`config.mk`:
```
export PLATFORM = sky130hd
export DESIGN_NAME = load_store_unit
export DESIGN_NICKNAME = d
export VERILOG_FILES = /design/src/rtl/load_store_unit_pkg.sv /design/src/rtl/load_align_ext.sv /design/src/rtl/load_store_unit.sv
export SDC_FILE = /design/constraint.sdc
export NUM_CORES = 1
export LEC_CHECK = 0
export CAP_MARGIN = 20
export CELL_PAD_IN_SITES_DETAIL_PLACEMENT = 1
export CELL_PAD_IN_SITES_GLOBAL_PLACEMENT = 1
export CORE_UTILIZATION = 30
export CTS_BUF_LIST = sky130_fd_sc_hd__clkbuf_4 sky130_fd_sc_hd__clkbuf_8 sky130_fd_sc_hd__clkbuf_16
export CTS_CLUSTER_DIAMETER = 120
export DETAILED_ROUTE_END_ITERATION = 8
export PLACE_DENSITY_LB_ADDON = 0.08
export REMOVE_ABC_BUFFERS = 1
export SLEW_MARGIN = 20
export SYNTH_ARGS = -nofsm -noshare
export SYNTH_HDL_FRONTEND = slang
export SYNTH_SLANG_ARGS = --single-unit
```
`constraint.sdc`:
```
create_clock -name clk -period 2 [get_ports clk]
set_clock_uncertainty 0.15 [all_clocks]
set_input_delay 0.6 -clock clk [delete_from_list [all_inputs] [get_ports clk]]
set_output_delay 0.6 -clock clk [all_outputs]
set_load 0.05 [all_outputs]
```
`src/rtl/load_store_unit_pkg.sv`:
```
// Shared core encodings: decoder opcodes, load/store types, LSU states and bus payload.
package load_store_unit_pkg;

  localparam int unsigned XLEN = 32;
  localparam int unsigned BE_W = XLEN / 8;

  localparam logic [6:0] OPC_LOAD  = 7'b0000011;
  localparam logic [6:0] OPC_STORE = 7'b0100011;

  typedef enum logic [2:0] {
    LT_LB  = 3'b000,
    LT_LH  = 3'b001,
    LT_LW  = 3'b010,
    LT_LBU = 3'b011,
    LT_LHU = 3'b100
  } load_type_e;

  typedef enum logic [1:0] {
    ST_SB = 2'b00,
    ST_SH = 2'b01,
    ST_SW = 2'b10
  } store_type_e;

  typedef enum logic [1:0] {
    SZ_BYTE = 2'b00,
    SZ_HALF = 2'b01,
    SZ_WORD = 2'b10
  } access_size_e;

  typedef enum logic [1:0] {
    LSU_IDLE = 2'b00,
    LSU_BUSY = 2'b01,
    LSU_DONE = 2'b10
  } lsu_state_e;

  typedef struct packed {
    logic            we;
    logic [XLEN-1:0] addr;
    logic [BE_W-1:0] be;
    logic [XLEN-1:0] wdata;
  } bus_cmd_t;

  // Byte-lane enables for an access of the given size at a byte offset
  function automatic logic [BE_W-1:0] byte_enables(input access_size_e size,
                                                   input logic [1:0]   offset);
    logic [BE_W-1:0] be;
    case (size)
      SZ_BYTE: be = BE_W'(4'b0001) << offset;
      SZ_HALF: be = BE_W'(4'b0011) << offset;
      default: be = BE_W'(4'b1111);
    endcase
    return be;
  endfunction

endpackage

```
`src/rtl/load_align_ext.sv`:
```
// Selects the addressed byte/halfword from a bus word and sign/zero-extends it.
module load_align_ext
  import load_store_unit_pkg::*;
(
  input  logic [XLEN-1:0] bus_word,
  input  logic [1:0]      offset,
  input  logic [2:0]      load_type,
  output logic [XLEN-1:0] result
);

  logic [7:0]  byte_sel;
  logic [15:0] half_sel;

  always_comb begin
    byte_sel = 8'h00;
    half_sel = 16'h0000;
    result   = bus_word;
    case (offset)
      2'b00:   byte_sel = bus_word[7:0];
      2'b01:   byte_sel = bus_word[15:8];
      2'b10:   byte_sel = bus_word[23:16];
      default: byte_sel = bus_word[31:24];
    endcase
    half_sel = offset[1] ? bus_word[31:16] : bus_word[15:0];
    case (load_type)
      3'(LT_LB):  result = {{24{byte_sel[7]}}, byte_sel};
      3'(LT_LBU): result = {24'h000000, byte_sel};
      3'(LT_LH):  result = {{16{half_sel[15]}}, half_sel};
      3'(LT_LHU): result = {16'h0000, half_sel};
      default:    result = bus_word;
    endcase
  end

endmodule

```
`src/rtl/load_store_unit.sv`:
```
// MEM-stage load/store unit: one outstanding bus access with lane steering,
// misalignment rejection and a bus-ack watchdog.
module load_store_unit
  import load_store_unit_pkg::*;
#(
  parameter int unsigned TIMEOUT_CYCLES = 255
) (
  input  logic            clk,
  input  logic            rst_n,
  input  logic            mem_read,
  input  logic            mem_write,
  input  logic [2:0]      mem_load_type,
  input  logic [1:0]      mem_store_type,
  input  logic [XLEN-1:0] addr,
  input  logic [XLEN-1:0] wdata,
  output logic            stall,
  output logic [XLEN-1:0] rdata,
  output logic            rdata_valid,
  output logic            misaligned,
  output logic            bus_err,
  output logic            bus_req,
  output logic            bus_we,
  output logic [XLEN-1:0] bus_addr,
  output logic [BE_W-1:0] bus_be,
  output logic [XLEN-1:0] bus_wdata,
  input  logic            bus_ack,
  input  logic [XLEN-1:0] bus_rdata
);

  localparam int unsigned CNT_W = 8;
  localparam logic [CNT_W-1:0] CNT_LAST = CNT_W'(TIMEOUT_CYCLES - 1);

  lsu_state_e       state;
  logic [CNT_W-1:0] wd_cnt;
  bus_cmd_t         cmd_q, cmd_d;
  logic             bus_req_q, is_load_q;
  logic [2:0]       ld_type_q, ld_type_d;
  logic [1:0]       offset_q;
  logic [XLEN-1:0]  rdata_q, ld_result;
  logic             rdata_valid_q, misaligned_q, bus_err_q;
  access_size_e     size_d;
  logic             req_d, misaligned_d;

  // Request decode; a store wins when both strobes are high
  always_comb begin
    req_d     = mem_read | mem_write;
    size_d    = SZ_WORD;
    ld_type_d = 3'(LT_LW);
    if (mem_write) begin
      case (mem_store_type)
        2'(ST_SB): size_d = SZ_BYTE;
        2'(ST_SH): size_d = SZ_HALF;
        default:   size_d = SZ_WORD;
      endcase
    end else begin
      case (mem_load_type)
        3'(LT_LB), 3'(LT_LBU): size_d = SZ_BYTE;
        3'(LT_LH), 3'(LT_LHU): size_d = SZ_HALF;
        default:               size_d = SZ_WORD;
      endcase
      ld_type_d = (mem_load_type > 3'(LT_LHU)) ? 3'(LT_LW) : mem_load_type;
    end
    misaligned_d = ((size_d == SZ_HALF) && addr[0]) ||
                   ((size_d == SZ_WORD) && (addr[1:0] != 2'b00));
    cmd_d.we    = mem_write;
    cmd_d.addr  = {addr[XLEN-1:2], 2'b00};
    cmd_d.be    = byte_enables(size_d, addr[1:0]);
    cmd_d.wdata = '0;
    if (mem_write) begin
      case (size_d)
        SZ_BYTE: cmd_d.wdata = {4{wdata[7:0]}};
        SZ_HALF: cmd_d.wdata = {2{wdata[15:0]}};
        default: cmd_d.wdata = wdata;
      endcase
    end
  end

  load_align_ext u_load_align_ext (
    .bus_word  (bus_rdata),
    .offset    (offset_q),
    .load_type (ld_type_q),
    .result    (ld_result)
  );

  always_ff @(posedge clk or negedge rst_n) begin
    if (!rst_n) begin
      state         <= LSU_IDLE;
      wd_cnt        <= '0;
      cmd_q         <= '0;
      bus_req_q     <= 1'b0;
      is_load_q     <= 1'b0;
      ld_type_q     <= '0;
      offset_q      <= '0;
      rdata_q       <= '0;
      rdata_valid_q <= 1'b0;
      misaligned_q  <= 1'b0;
      bus_err_q     <= 1'b0;
    end else begin
      rdata_q       <= '0;
      rdata_valid_q <= 1'b0;
      misaligned_q  <= 1'b0;
      bus_err_q     <= 1'b0;
      case (state)
        LSU_IDLE: begin
          if (req_d) begin
            is_load_q <= ~mem_write;
            ld_type_q <= ld_type_d;
            offset_q  <= addr[1:0];
            if (misaligned_d) begin
              misaligned_q <= 1'b1;
              state        <= LSU_DONE;
            end else begin
              cmd_q     <= cmd_d;
              bus_req_q <= 1'b1;
              wd_cnt    <= '0;
              state     <= LSU_BUSY;
            end
          end
        end
        LSU_BUSY: begin
          if (bus_ack) begin
            bus_req_q <= 1'b0;
            cmd_q     <= '0;
            state     <= LSU_DONE;
            if (is_load_q) begin
              rdata_q       <= ld_result;
              rdata_valid_q <= 1'b1;
            end
          end else if (wd_cnt == CNT_LAST) begin
            bus_req_q <= 1'b0;
            cmd_q     <= '0;
            bus_err_q <= 1'b1;
            state     <= LSU_DONE;
          end else begin
            wd_cnt <= wd_cnt + CNT_W'(1);
          end
        end
        LSU_DONE: state <= LSU_IDLE;
        default:  state <= LSU_IDLE;
      endcase
    end
  end

  // Stall rises in the request cycle itself so the decoder holds the instruction
  assign stall = rst_n & ((state == LSU_BUSY) || ((state == LSU_IDLE) && req_d));

  assign rdata       = rdata_q;
  assign rdata_valid = rdata_valid_q;
  assign misaligned  = misaligned_q;
  assign bus_err     = bus_err_q;
  assign bus_req     = bus_req_q;
  assign bus_we      = cmd_q.we;
  assign bus_addr    = cmd_q.addr;
  assign bus_be      = cmd_q.be;
  assign bus_wdata   = cmd_q.wdata;

endmodule

```
Word level (Yosys, flattened, before mapping)
Cells that the tools add are included.
- register bits after elaboration: 121
- bits of input ports: 106
- logic and storage cells: 101
- output and inout bits: 106
- $lt $le $gt $ge: 1
- add/subtract/negate cells: 1
- shift-type cells: 2
- bitwise gates (word level): 3
- equal/unequal tests: 18
- reduce and logical (&&, ||, !) cells: 19
- muxes and demuxes: 43
- operators with widths (operator ; number):
    69-bit two-way mux ; 4
    69-bit case mux with 2 select lines ; 1
    32-bit two-way mux ; 4
    32-bit case mux with 4 select lines ; 1
    32-bit case mux with 2 select lines ; 1
    8-bit two-way mux ; 4
    8-bit case mux with 3 select lines ; 1
    16-bit two-way mux ; 1
    8-bit case mux with 2 select lines ; 1
    1-bit two-way mux ; 13
    2-bit case mux with 2 select lines ; 3
    2-bit two-way mux ; 5
    8-bit by 1-bit adder with 8-bit output (second input constant) ; 1
    2-bit by 1-bit == test with 1-bit output (second input constant) ; 4
    8-bit == test (second input constant) ; 1
    2-bit logical NOT ; 4
    2-bit != test (second input constant) ; 4
    4-bit case mux with 2 select lines ; 1
    3-bit by 1-bit == test with 1-bit output (second input constant) ; 2
    3-bit by 2-bit == test with 1-bit output (second input constant) ; 2
    3-bit == test (second input constant) ; 2
    3-bit logical NOT ; 2
    3-bit two-way mux ; 2
    5-bit AND reduction ; 1
    15 further kinds ; 22

Depth between registers and ports, before layout
Gate-level depths: netlist of the first run.
- word-level depth: 10
- depth in mapped cells: 10
- mapped depth without buffers: 7

Hierarchy
From an unflattened synthesis of the first run, not the netlist that was laid out.
- cells, all modules: 587
- area total of the unflattened synthesis: 6227.2 um^2
- modules (own cells, without submodules) (module ; cells each ; times used ; area each (um^2) ; seq. area each (um^2)):
    load_store_unit ; 423 ; 1 ; 5077.4 ; 2977.9
    load_align_ext ; 164 ; 1 ; 1149.9 ; 0.0

Least setup slack after synthesis of the first run
No wires, ideal clock.
- path type: input port to flip-flop
- start point: in mem_store_type[0]
- end point: reg cmd_q, in the netlist bus_be[3]
- cell stages on the path: 8
- path slack: -404 ps
- setup time: 126 ps
- path buffers: 3
- arrival: 2128 ps
- path through: buf_2 or3b_1 o311ai_1 a21boi_2 nand2b_1 clkbuf_1 buf_6 a221o_1
- word-level cells in the longest chain between the ends: 8
- RTL lines (element ; line ; source):
    from (decl) ; load_store_unit.sv:13 ; input logic [1:0] mem_store_type,
    2-bit by 1-bit == test with 1-bit output or 2-bit logical NOT (tied branches) ; load_store_unit.sv:50 ; case (mem_store_type)
    2-bit case mux with 2 select lines * ; load_store_unit.sv:50 ;
    2-bit two-way mux * ; load_store_unit.sv:49 ; if (mem_write) begin
    2-bit by 1-bit == test with 1-bit output (tied with other cells) ; load_store_unit_pkg.sv:47, load_store_unit.sv:63 ;
    4-bit case mux with 2 select lines (tied with other cells) ; load_store_unit_pkg.sv:47 ; case (size)
    69-bit two-way mux or 1-bit logical OR (tied branches) ; load_store_unit.sv:109, load_store_unit.sv:63 ;
    69-bit two-way mux or 2-bit != test (tied branches) ; - ;
    69-bit case mux with 2 select lines or 4-bit AND reduction (tied branches) ; - ;
    to (signal assigned) ; load_store_unit.sv:113 ; cmd_q <= cmd_d;
    to (decl) ; load_store_unit.sv:35 ; bus_cmd_t cmd_q, cmd_d;
Every way passes the cells marked *; elsewhere a longest branch is shown, timed or not. The select of a mux whose other input is x is not followed.
A chain may end at the register's enable or synchronous reset.

Worst setup path in the final report of the first run
- start point: in mem_write
- end point: out stall
- word-level cells in the longest chain between the ends: 4
- RTL lines (element ; line ; source):
    from (decl) ; load_store_unit.sv:11 ; input logic mem_write,
    1-bit OR ; load_store_unit.sv:46 ; req_d = mem_read | mem_write;
    1-bit logical AND ; load_store_unit.sv:145 ; assign stall = rst_n & ((state == LSU_BUSY) || ((state == LSU_IDLE) && req_d));
    1-bit logical OR ; load_store_unit.sv:145 ;
    1-bit bitwise AND ; load_store_unit.sv:145 ;
    to (decl) ; load_store_unit.sv:16 ; output logic stall,
No other way between the ends.

==> run_results.csv, run 1 <==
group,metric,value,unit
status,status,"finished with violations",
status,failed_checks,"negative setup slack",
critical_path,r2r_slack,-0.01,ns
synth,syn_inst,492,
timing,tightest_slew,0.667,ns
pwr,clock_power_share,0.215,
routing,ant_nets,0,
pwr,p_int,9.45,mW
cells_and_area,fin_util,0.547,
clock_network,ctsLongestPathBuffers,2,
critical_path,start_kind,"input port",
critical_path,cp_data_arrival_time,1.35,ns
timing,final.setup.tns,-0.141,ns
critical_path,criticalPathCategory,"input port to output port",
pwr,switching_share,0.415,
synth,ys_seq_elements,119,
placement,gp_congestion,0.814,
timing,maxSlewViolCount,0,
grt,gr-total-overflow,0,
floorplanning,io_pins,212,
pwr,p_sw,6.69,mW
grt,grt_pass1_vias,5859,
job,max-cap-violations,0,
cells_and_area,drive_gt1_frac,0.358,
critical_path,worst_r2r_startpoint,"wd_cnt[0]",
min_path,hold_class,"input port to asynchronous set/reset pin",
timing,finalCritPeriodShare,1.05,
clock_network,cts_tree,"yes",
routing,vias,5289,
synth,ys_seq_area_frac,0.538,
cells_and_area,area_growth,78.1,%
placement,port_buffers,209,
placement,dp.cells,976,
synth,synth_area_leaders,"dfrtp_1 54%, a22o_1 7.4%, mux2i_1 6.2%",
routing,drt-initial-drc-count,220,
pwr,ir_drop,931,uV
synth,yosys_warnings,0,
routing,vias_per_cell,5.10,
timing,max_slew_margin,0.555,
pwr,power.leakage,4.63,nW
routing,drc,0,
floorplanning,die_w,138,microns
floorplanning,die_h,138,microns
grt,grt_pass1_wl,31300,microns
routing,routed_wirelength,20300,microns
cells_and_area,final_cell_mix,"146 x buf_4, 119 x dfrtp_1, 93 x clkdlybuf4s50_1, 58 x nor2_1, 54 x buf_12",
clock_network,clk-insertion-delay-late,0.42,ns
grt,grt_use_total,0.220,
synth,syn_area_per_cell,11.2,sq um
pwr,powerDensity,1640,mW/mm^2
clock_network,path_clk_slew,0.05,ns
synth,synth_area,0.00553,sq mm
floorplanning,floorplan.initialDensity,0.307,
critical_path,endpoint_kind,"output port",
grt,grt_max_degree,120,
timing,rsz0062_at_grt,"yes",
critical_path,cp_max_fo,2,
synth,yosysTopAreaCellShare,0.538,
critical_path,r2r_cells,9,
synth,synthFlopType,"dfrtp_1",
pwr,p_total,16.1,mW
timing,setup_viol,9,
timing,timing_hold_violations_final,0,
timing,fmax,475,MHz
cells_and_area,layout_commonest_cell,"buf_4",
timing,whs,0.156,ns
timing,setup_ws,-0.103,ns
critical_path,worstReg2RegEnd,"bus_addr[17]",
synth,ys_types,51,
grt,antenna_found_initial,1,
routing,firstDrtPassIters,5,
synth,synth_top_cell_by_area,"dfrtp_1",
routing,wire_per_inst,19.6,microns
pwr,seqPwrFrac,0.244,
clock_network,cts.sink_count,119,
clock_network,cts_made_buffers,17,
floorplanning,die_area,0.0190,sq mm
clock_network,cts-htree-levels,4,
synth,synthArstFlopShare,1.00,
synth,synth_edf_count,0,
floorplanning,rows,49,
cells_and_area,instances_no_fill,1038,
timing,fin_crit,2.10,ns
placement,dp_hpwl,13700,microns
clock_network,hold_buffers,0,
cells_and_area,nNetsFinal,902,
clock_network,root_buffer,"clkbuf_16",
floorplanning,core_area,0.0180,sq mm
pwr,p_comb_frac,0.541,
critical_path,required,1.25,ns
-- registers in the layout, indices dropped and copies added, names as in the netlist, 2 cells and up --
signal / cells
bus_wdata: 32
state: 2
offset_q: 2
bus_be: 4
wd_cnt: 8
ld_type_q: 3
bus_addr: 30
rdata: 32
-- per-layer routing --
layer,track usage,vias to the layer above,part of all wire
li1,-,2431,-
met1,0.255,2655,0.41
met2,0.378,178,0.50
met3,0.0673,25,0.073
met4,0.0876,0,0.018
met5,0,-,0
-- kinds of logic (layout without fill, tap and decap cells) --
| family | Yosys count | count (layout) | share of synthesized area |
|---|---|---|---|
| other | 1 | 4 | 0.000678 |
| XOR/XNOR | 5 | 5 | 0.00792 |
| AND/OR/NAND/NOR | 118 | 118 | 0.0955 |
| AO/OA/AOI/OAI | 153 | 153 | 0.214 |
| flip-flops | 119 | 119 | 0.538 |
| buffers and inverters | 50 | 364 | 0.0414 |
| adder cells (fa/ha/maj) | 2 | 2 | 0.00452 |
| multiplexers | 44 | 44 | 0.0982 |
-- area by class of cell --
cell class / count / area, sq um
Antenna cell: 2 / 5.00
Clock buffer: 21 / 474
Clock inverter: 11 / 195
Fill cell: 1855 / 8170
Inverter: 13 / 48.8
Multi-Input combinational cell: 324 / 2400
Sequential cell: 119 / 2980
Tap cell: 229 / 287
Timing Repair Buffer: 319 / 3460
-- synth_stat cells (3+ instances only) --
cell	n
inv_1	13
a21o_1	5
a21oi_1	9
o221a_2	8
nor3_1	7
nand2_1	20
xnor2_1	3
nand3_1	9
mux2i_1	34
nand2b_1	5
buf_2	12
nor2b_1	5
clkbuf_1	19
mux4_2	8
buf_4	3
a22oi_1	14
o31a_1	3
dfrtp_1	119
o22ai_1	9
o2bb2ai_1	18
o21ai_1	3
o21ai_0	21
a22o_1	47
nor2_1	60
-- through the flow --
stage | worst slack (ns) | area, sq um
floorplan | -1.12 | 5360
global placement | -0.839 | 8750
detailed placement | -0.949 | 8750
CTS | -0.120 | 9830
global route | -0.124 | 9850
finish | -0.103 | 9850
-- critical path: stages --
cell and delay (ns):
buf_6 0.09, buf_6 0.12, nor3_4 0.16, nor2_2 0.07
and2_4 0.17, buf_12 0.14
-- power groups by stage --
stage	sequential (mW)	combinational (mW)	clock [mW]
2_1_floorplan	6.24	1.80	0
3_3_place_gp	3.94	7.80	0
3_5_place_dp	3.94	7.93	0
4_1_cts	3.95	8.75	3.53
5_1_grt	4.05	9.13	3.63
6_report	3.94	8.73	3.47
-- worst max-delay path by stage --
stage,startpoint,end,slack [ns],cells past startpoint
final,mem_write,stall,-0.10,6
after global routing,state[1],stall,-0.12,3
after CTS,state[0],stall,-0.12,4
after detailed placement,bus_rdata[31],rdata[9],-0.95,5
after global placement,bus_rdata[31],rdata[12],-0.84,5
after floorplan,mem_load_type[0],bus_be[3],-1.12,5
-- repair_timing --
action,CTS,global route
pin swaps,24,41
gates resized for setup,60,15
buffers inserted,21,5
cloned,6,0
setup endpoints to repair,103,105
Power figures use the tool's default switching activity.
==> inputs of run 2 (changes only) <==
CORE_UTILIZATION = 31   (was 30)
CTS_BUF_LIST = sky130_fd_sc_hd__clkbuf_2 sky130_fd_sc_hd__clkbuf_4 sky130_fd_sc_hd__clkbuf_8   (was sky130_fd_sc_hd__clkbuf_4 sky130_fd_sc_hd__clkbuf_8 sky130_fd_sc_hd__clkbuf_16)
==> run 2 against run 1 <==
Net effect: the flow still finishes with violations (negative setup slack); flip-flop and latch count stayed put; power down 5.7%; global-route usage grew 1.1 points; fmax fell by 2.4%; worst setup slack worse by 0.051 ns; sequential share of layout area rose by 0.60 points; clock-buffer cell count decreased by 4; non-clock buffer count is 4 lower; combinational power grew 2%; first-iteration DRC count rose by 25%; critical path type is now register to output port; largest power group unchanged.
==> run_results.csv, run 2 (synthesis results as in run 1) <==
group,metric,value,unit
status,status,"finished with violations",
status,failed_checks,"negative setup slack",
cells_and_area,fin_util,0.557,
timing,tightest_slew,0.682,ns
critical_path,worst_r2r_startpoint,"wd_cnt[0]",
clock_network,clk-insertion-delay-late,0.45,ns
floorplanning,core_area,0.0174,sq mm
floorplanning,die_w,136,microns
critical_path,worstReg2RegEnd,"bus_addr[20]",
routing,firstDrtPassIters,4,
routing,wire_per_inst,20.2,microns
cells_and_area,drive_gt1_frac,0.352,
clock_network,cts_tree,"yes",
routing,drc,0,
critical_path,setup.worst_path.end,"stall",
floorplanning,die_h,136,microns
critical_path,required,1.25,ns
routing,ant_nets,0,
pwr,switching_share,0.443,
grt,grt_pass1_vias,5893,
pwr,p_comb_frac,0.586,
clock_network,path_clk_slew,0.07,ns
grt,grt_pass1_wl,32100,microns
clock_network,root_buffer,"clkbuf_8",
timing,fin_crit,2.15,ns
timing,max_slew_margin,0.546,
critical_path,criticalPathCategory,"register to output port",
clock_network,cts-htree-levels,4,
clock_network,cts.sink_count,119,
timing,finalCritPeriodShare,1.08,
critical_path,cp_data_arrival_time,1.40,ns
placement,port_buffers,209,
routing,vias_per_cell,5.09,
cells_and_area,final_cell_mix,"139 x buf_4, 118 x dfrtp_1, 96 x clkdlybuf4s50_1, 58 x nor2_1, 56 x buf_12",
routing,drt-initial-drc-count,275,
timing,fmax,464,MHz
placement,dp_hpwl,13500,microns
clock_network,cts_made_buffers,17,
pwr,powerDensity,1570,mW/mm^2
critical_path,endpoint_kind,"output port",
job,max-cap-violations,0,
floorplanning,rows,48,
timing,rsz0062_at_grt,"yes",
timing,timing_hold_violations_final,0,
cells_and_area,nNetsFinal,898,
cells_and_area,area_growth,74.8,%
critical_path,startpoint,"state[0]",
floorplanning,floorplan.initialDensity,0.319,
timing,setup_viol,42,
pwr,p_int,8.47,mW
cells_and_area,layout_commonest_cell,"buf_4",
min_path,hold_class,"input port to asynchronous set/reset pin",
pwr,power.leakage,4.52,nW
grt,grt_max_degree,120,
timing,setup_ws,-0.154,ns
pwr,ir_drop,859,uV
timing,final.setup.tns,-2.68,ns
timing,maxSlewViolCount,0,
clock_network,ctsLongestPathBuffers,2,
critical_path,r2r_cells,10,
grt,antenna_found_initial,2,
critical_path,cp_max_fo,2,
floorplanning,die_area,0.0184,sq mm
grt,gr-total-overflow,0,
critical_path,r2r_slack,-0.09,ns
grt,grt_use_total,0.231,
pwr,seqPwrFrac,0.260,
pwr,p_sw,6.75,mW
placement,gp_congestion,0.802,
pwr,clock_power_share,0.154,
floorplanning,io_pins,212,
placement,dp.cells,971,
routing,routed_wirelength,20800,microns
routing,vias,5233,
pwr,p_total,15.2,mW
cells_and_area,instances_no_fill,1029,
critical_path,start_kind,"register",
## run 2: changes by cell type in the layout (fill, tap and decap cells not counted), moves of 4 or more
cell       delta
buf_6         -4
buf_4         -7
clkbuf_16    -15
clkbuf_8     +14
## run 2: through the flow
| stage | cell area [sq um] | worst slack (ns) | hold slack [ns] |
|---|---|---|---|
| floorplan | 5360 | -1.12 | 0.154 |
| global placement | 8760 | -0.841 | 0.314 |
| detailed placement | 8760 | -0.891 | 0.330 |
| CTS | 9590 | -0.183 | 0.130 |
| global route | 9670 | -0.217 | 0.152 |
| finish | 9670 | -0.154 | 0.0795 |
## run 2: cell type report
| type | count | area, sq um |
|---|---|---|
| sequential | 119 | 2980 |
| antenna | 1 | 2.50 |
| tap | 225 | 282 |
| multi-input combinational | 324 | 2410 |
| clock inverter | 15 | 178 |
| inverter | 13 | 48.8 |
| timing repair buffer | 315 | 3530 |
| fill | 1784 | 7690 |
| clock buffer | 17 | 234 |
## run 2: power groups by stage
stage                     Sequential [mW]  Clock, mW  Combinational [mW]
after global routing                 4.06       2.48                9.30
after CTS                            3.94       2.38                8.81
final                                3.96       2.34                8.92
after detailed placement             3.96          0                7.81
after global placement               3.94          0                7.68
after floorplan                      6.24          0                1.80
## run 2: timing repair
action / in CTS / in global routing
gates resized for setup: 54 / 8
pin swaps: 53 / 11
setup buffers: 14 / 2
endpoints found under the setup margin: 79 / 96
cloned: 8 / 3
hold buffers: 0 / 0
## run 2: per-layer routing
metal	vias to the layer above	part of all wire	track usage
met4	0	0.014	0.0674
met3	23	0.065	0.0707
met1	2614	0.41	0.275
li1	2415	-	-
met2	181	0.51	0.399
met5	-	0	0
## run 2: worst max-delay path, stage by stage (launching register included)
cell and delay (ns):
dfrtp_2 0.43, nor3_4 0.16, nor2_2 0.07, and2_4 0.14
buf_12 0.14
## run 2: worst min-delay path by stage
| stage | startpoint | endpoint | slack (ns) |
|---|---|---|---|
| detailed placement | bus_wdata[17] | bus_wdata[17] | 0.33 |
| floorplan | rst_n | bus_addr[10] | 0.15 |
| finish | rst_n | wd_cnt[1] | 0.08 |
| CTS | rst_n | bus_addr[2] | 0.13 |
| global placement | bus_req | bus_req | 0.31 |
| global route | rst_n | wd_cnt[1] | 0.15 |
==> inputs of run 3 (changes only) <==
CORE_UTILIZATION = 32   (was 31)
SYNTH_HIERARCHICAL = 1   (was default)
==> run 3 against run 2 <==
Net effect: worst setup slack worse by 0.20 ns; critical path depth is 1 higher; largest power group unchanged; the run still ends with negative setup slack left; utilization fell by 2.1 points; synthesized cell count grew 19%; routed wire length is 3.9% higher; critical endpoint unchanged.
==> run_results.csv, run 3 <==
group,metric,value,unit
timing,tightest_slew,0.691,ns
synth,synth_top_cell_by_area,"dfrtp_1",
placement,dp_slack,-0.900,ns
synth,synthFlopType,"dfrtp_1",
critical_path,slowest_stage,"or3_4",
grt,antenna_found_initial,3,
floorplanning,io_pins,212,
synth,synth_common_cells,"119 x dfrtp_1, 37 x inv_1, 36 x o21ai_0, 35 x a22o_1, 32 x and2_1",
min_path,hold_class,"input port to asynchronous set/reset pin",
grt,grt_pass1_vias,6342,
timing,final.setup.tns,-7.76,ns
routing,vias,5847,
floorplanning,die_w,142,microns
critical_path,endpoint_kind,"output port",
floorplanning,rows,50,
synth,synth_area,0.00623,sq mm
clock_network,cts-htree-levels,4,
pwr,power.leakage,4.78,nW
cells_and_area,nFillCells,2070,
cells_and_area,layout_commonest_cell,"buf_4",
pwr,ir_drop,840,uV
timing,setup_ws,-0.349,ns
pwr,powerDensity,1500,mW/mm^2
clock_network,cts_made_buffers,17,
placement,dpl_cell_area,0.00930,sq mm
floorplanning,core_area,0.0189,sq mm
critical_path,start_kind,"input port",
critical_path,required,1.25,ns
cells_and_area,drive_gt1_frac,0.333,
placement,port_buffers,209,
timing,max_slew_margin,0.539,
floorplanning,die_area,0.0200,sq mm
floorplanning,floorplan.initialDensity,0.330,
critical_path,cpLargestDelayFamily,"simple AND/OR/NAND/NOR gates",
grt,grt_use_total,0.223,
routing,vias_per_cell,5.08,
clock_network,hold_buffers,0,
timing,rsz0062_at_grt,"yes",
critical_path,critPathBufInv,2,
synth,ys_seq_elements,119,
clock_network,clk-insertion-delay-late,0.45,ns
timing,setup_viol,63,
synth,synth_area_leaders,"dfrtp_1 48%, a22o_1 4.9%, mux2i_1 4.5%",
synth,syn_area_per_cell,10.6,sq um
clock_network,cts_tree,"yes",
status,failed_checks,"negative setup slack",
critical_path,cp_data_arrival_time,1.60,ns
cells_and_area,postLayoutCellArea,0.0101,sq mm
synth,ys_seq_area_frac,0.478,
critical_path,path_cells,"clkdlybuf4s15_1 -> nor2_1 -> or3_4 -> a21boi_4 -> buf_12",
cells_and_area,final_cell_mix,"164 x buf_4, 119 x dfrtp_1, 92 x clkdlybuf4s50_1, 39 x buf_12",
routing,routed_wirelength,21600,microns
critical_path,cp_max_fo,2,
job,max-cap-violations,0,
timing,fin_crit,2.35,ns
timing,maxSlewViolCount,0,
synth,yosysTopAreaCellShare,0.478,
routing,firstDrtPassIters,4,
cells_and_area,area_growth,62.6,%
grt,gr-total-overflow,0,
routing,ant_nets,0,
grt,grt_max_degree,120,
critical_path,criticalPathCategory,"input port to output port",
grt,grt_pass1_wl,34500,microns
timing,fmax,426,MHz
timing,finalCritPeriodShare,1.17,
placement,gp_congestion,0.794,
timing,whs,0.134,ns
synth,synth_edf_count,0,
cells_and_area,fin_util,0.536,
status,status,"finished with violations",
synth,yosys_warnings,6,
timing,timing_hold_violations_final,0,
cells_and_area,multi_input_area,0.00303,sq mm
clock_network,cts.sink_count,119,
routing,wire_per_inst,18.8,microns
clock_network,root_buffer,"clkbuf_8",
cells_and_area,seq_area,0.00298,sq mm
cells_and_area,nNetsFinal,983,
clock_network,ctsLongestPathBuffers,2,
critical_path,max_stage_delay,0.41,ns
synth,ys_types,62,
routing,drt-initial-drc-count,287,
synth,yosysMostFrequentCell,"dfrtp_1",
synth,synthArstFlopShare,1.00,
placement,dp_hpwl,15300,microns
routing,drc,0,
clock_network,path_clk_slew,0.09,ns
synth,syn_inst,587,
floorplanning,die_h,142,microns
==> run 3: changes by cell type after synthesis, moves of 17 or more <==
cell,before,now
a21o_1,5,22
and2_1,1,32
inv_1,13,37
nor2_1,60,20
o2bb2ai_1,18,1
==> run 3: layer usage <==
layer	up-vias	global-route usage	part of all wire
met5	-	0	0.00060
met4	2	0.0724	0.013
met3	25	0.0506	0.057
met2	157	0.364	0.49
met1	2943	0.293	0.44
li1	2720	-	-
==> run 3: metrics by stage <==
| step | std cells | total power, mW |
|---|---|---|
| 6_report | 1151 | 15.2 |
| 5_1_grt | 1148 | 16.0 |
| 4_1_cts | 1147 | 15.2 |
| 3_5_place_dp | 1103 | 12.1 |
| 3_3_place_gp | 1103 | 11.9 |
| 2_1_floorplan | 539 | 8.49 |
==> run 3: final cells by class <==
| type | instances | share of cell area |
|---|---|---|
| Antenna cell | 3 | 0.000741 |
| Sequential cell | 119 | 0.294 |
| Tap cell | 260 | 0.0321 |
| Multi-Input combinational cell | 383 | 0.299 |
| Timing Repair Buffer | 317 | 0.319 |
| Inverter | 37 | 0.0137 |
| Clock inverter | 15 | 0.0178 |
| Clock buffer | 17 | 0.0231 |
==> run 3: timing repair <==
action                                 4_1_cts  5_1_grt
gates resized for setup                     47       22
pin swaps                                    8        7
setup endpoints to repair                  110       97
endpoints found under the hold margin        0        0
buffers inserted                             7        3
cloned                                       5        0
==> run 3: kinds of logic after synthesis <==
logic type | after synthesis | synth area share
compound gates | 169 | 0.205
other cells | 1 | 0.000602
xor+xnor | 3 | 0.00422
buf+inv | 86 | 0.0661
simple gates | 155 | 0.139
flops | 119 | 0.478
fa+ha+maj | 2 | 0.00402
mux | 52 | 0.103
==> run 3: worst paths after layout <==
check / cells after the start / start / end / slack (ns)
max: 5 / mem_read / stall / -0.35
max in group asynchronous: 2 / rst_n / bus_wdata[13] / 1.03
min in group clk: 1 / bus_req / bus_req / 0.34
max reg2reg: 8 / wd_cnt[0] / bus_addr[28] / -0.17
min reg2reg: 1 / bus_req / bus_req / 0.34
min: 2 / rst_n / wd_cnt[4] / 0.13
==> run 3: where the power goes <==
| part | internal, mW | switching (mW) |
|---|---|---|
| Sequential | 3.13 | 0.538 |
| Combinational | 4.06 | 5.16 |
| Clock | 1.06 | 1.24 |
==> run 3: worst register-to-register path: stages, from the launching register on <==
cell,delay [ns]
dfrtp_1,0.41
inv_2,0.09
ha_4,0.13
nand4b_1,0.10
o22a_1,0.23
a211o_4,0.41
buf_6,0.18
buf_16,0.14
a22o_1,0.22
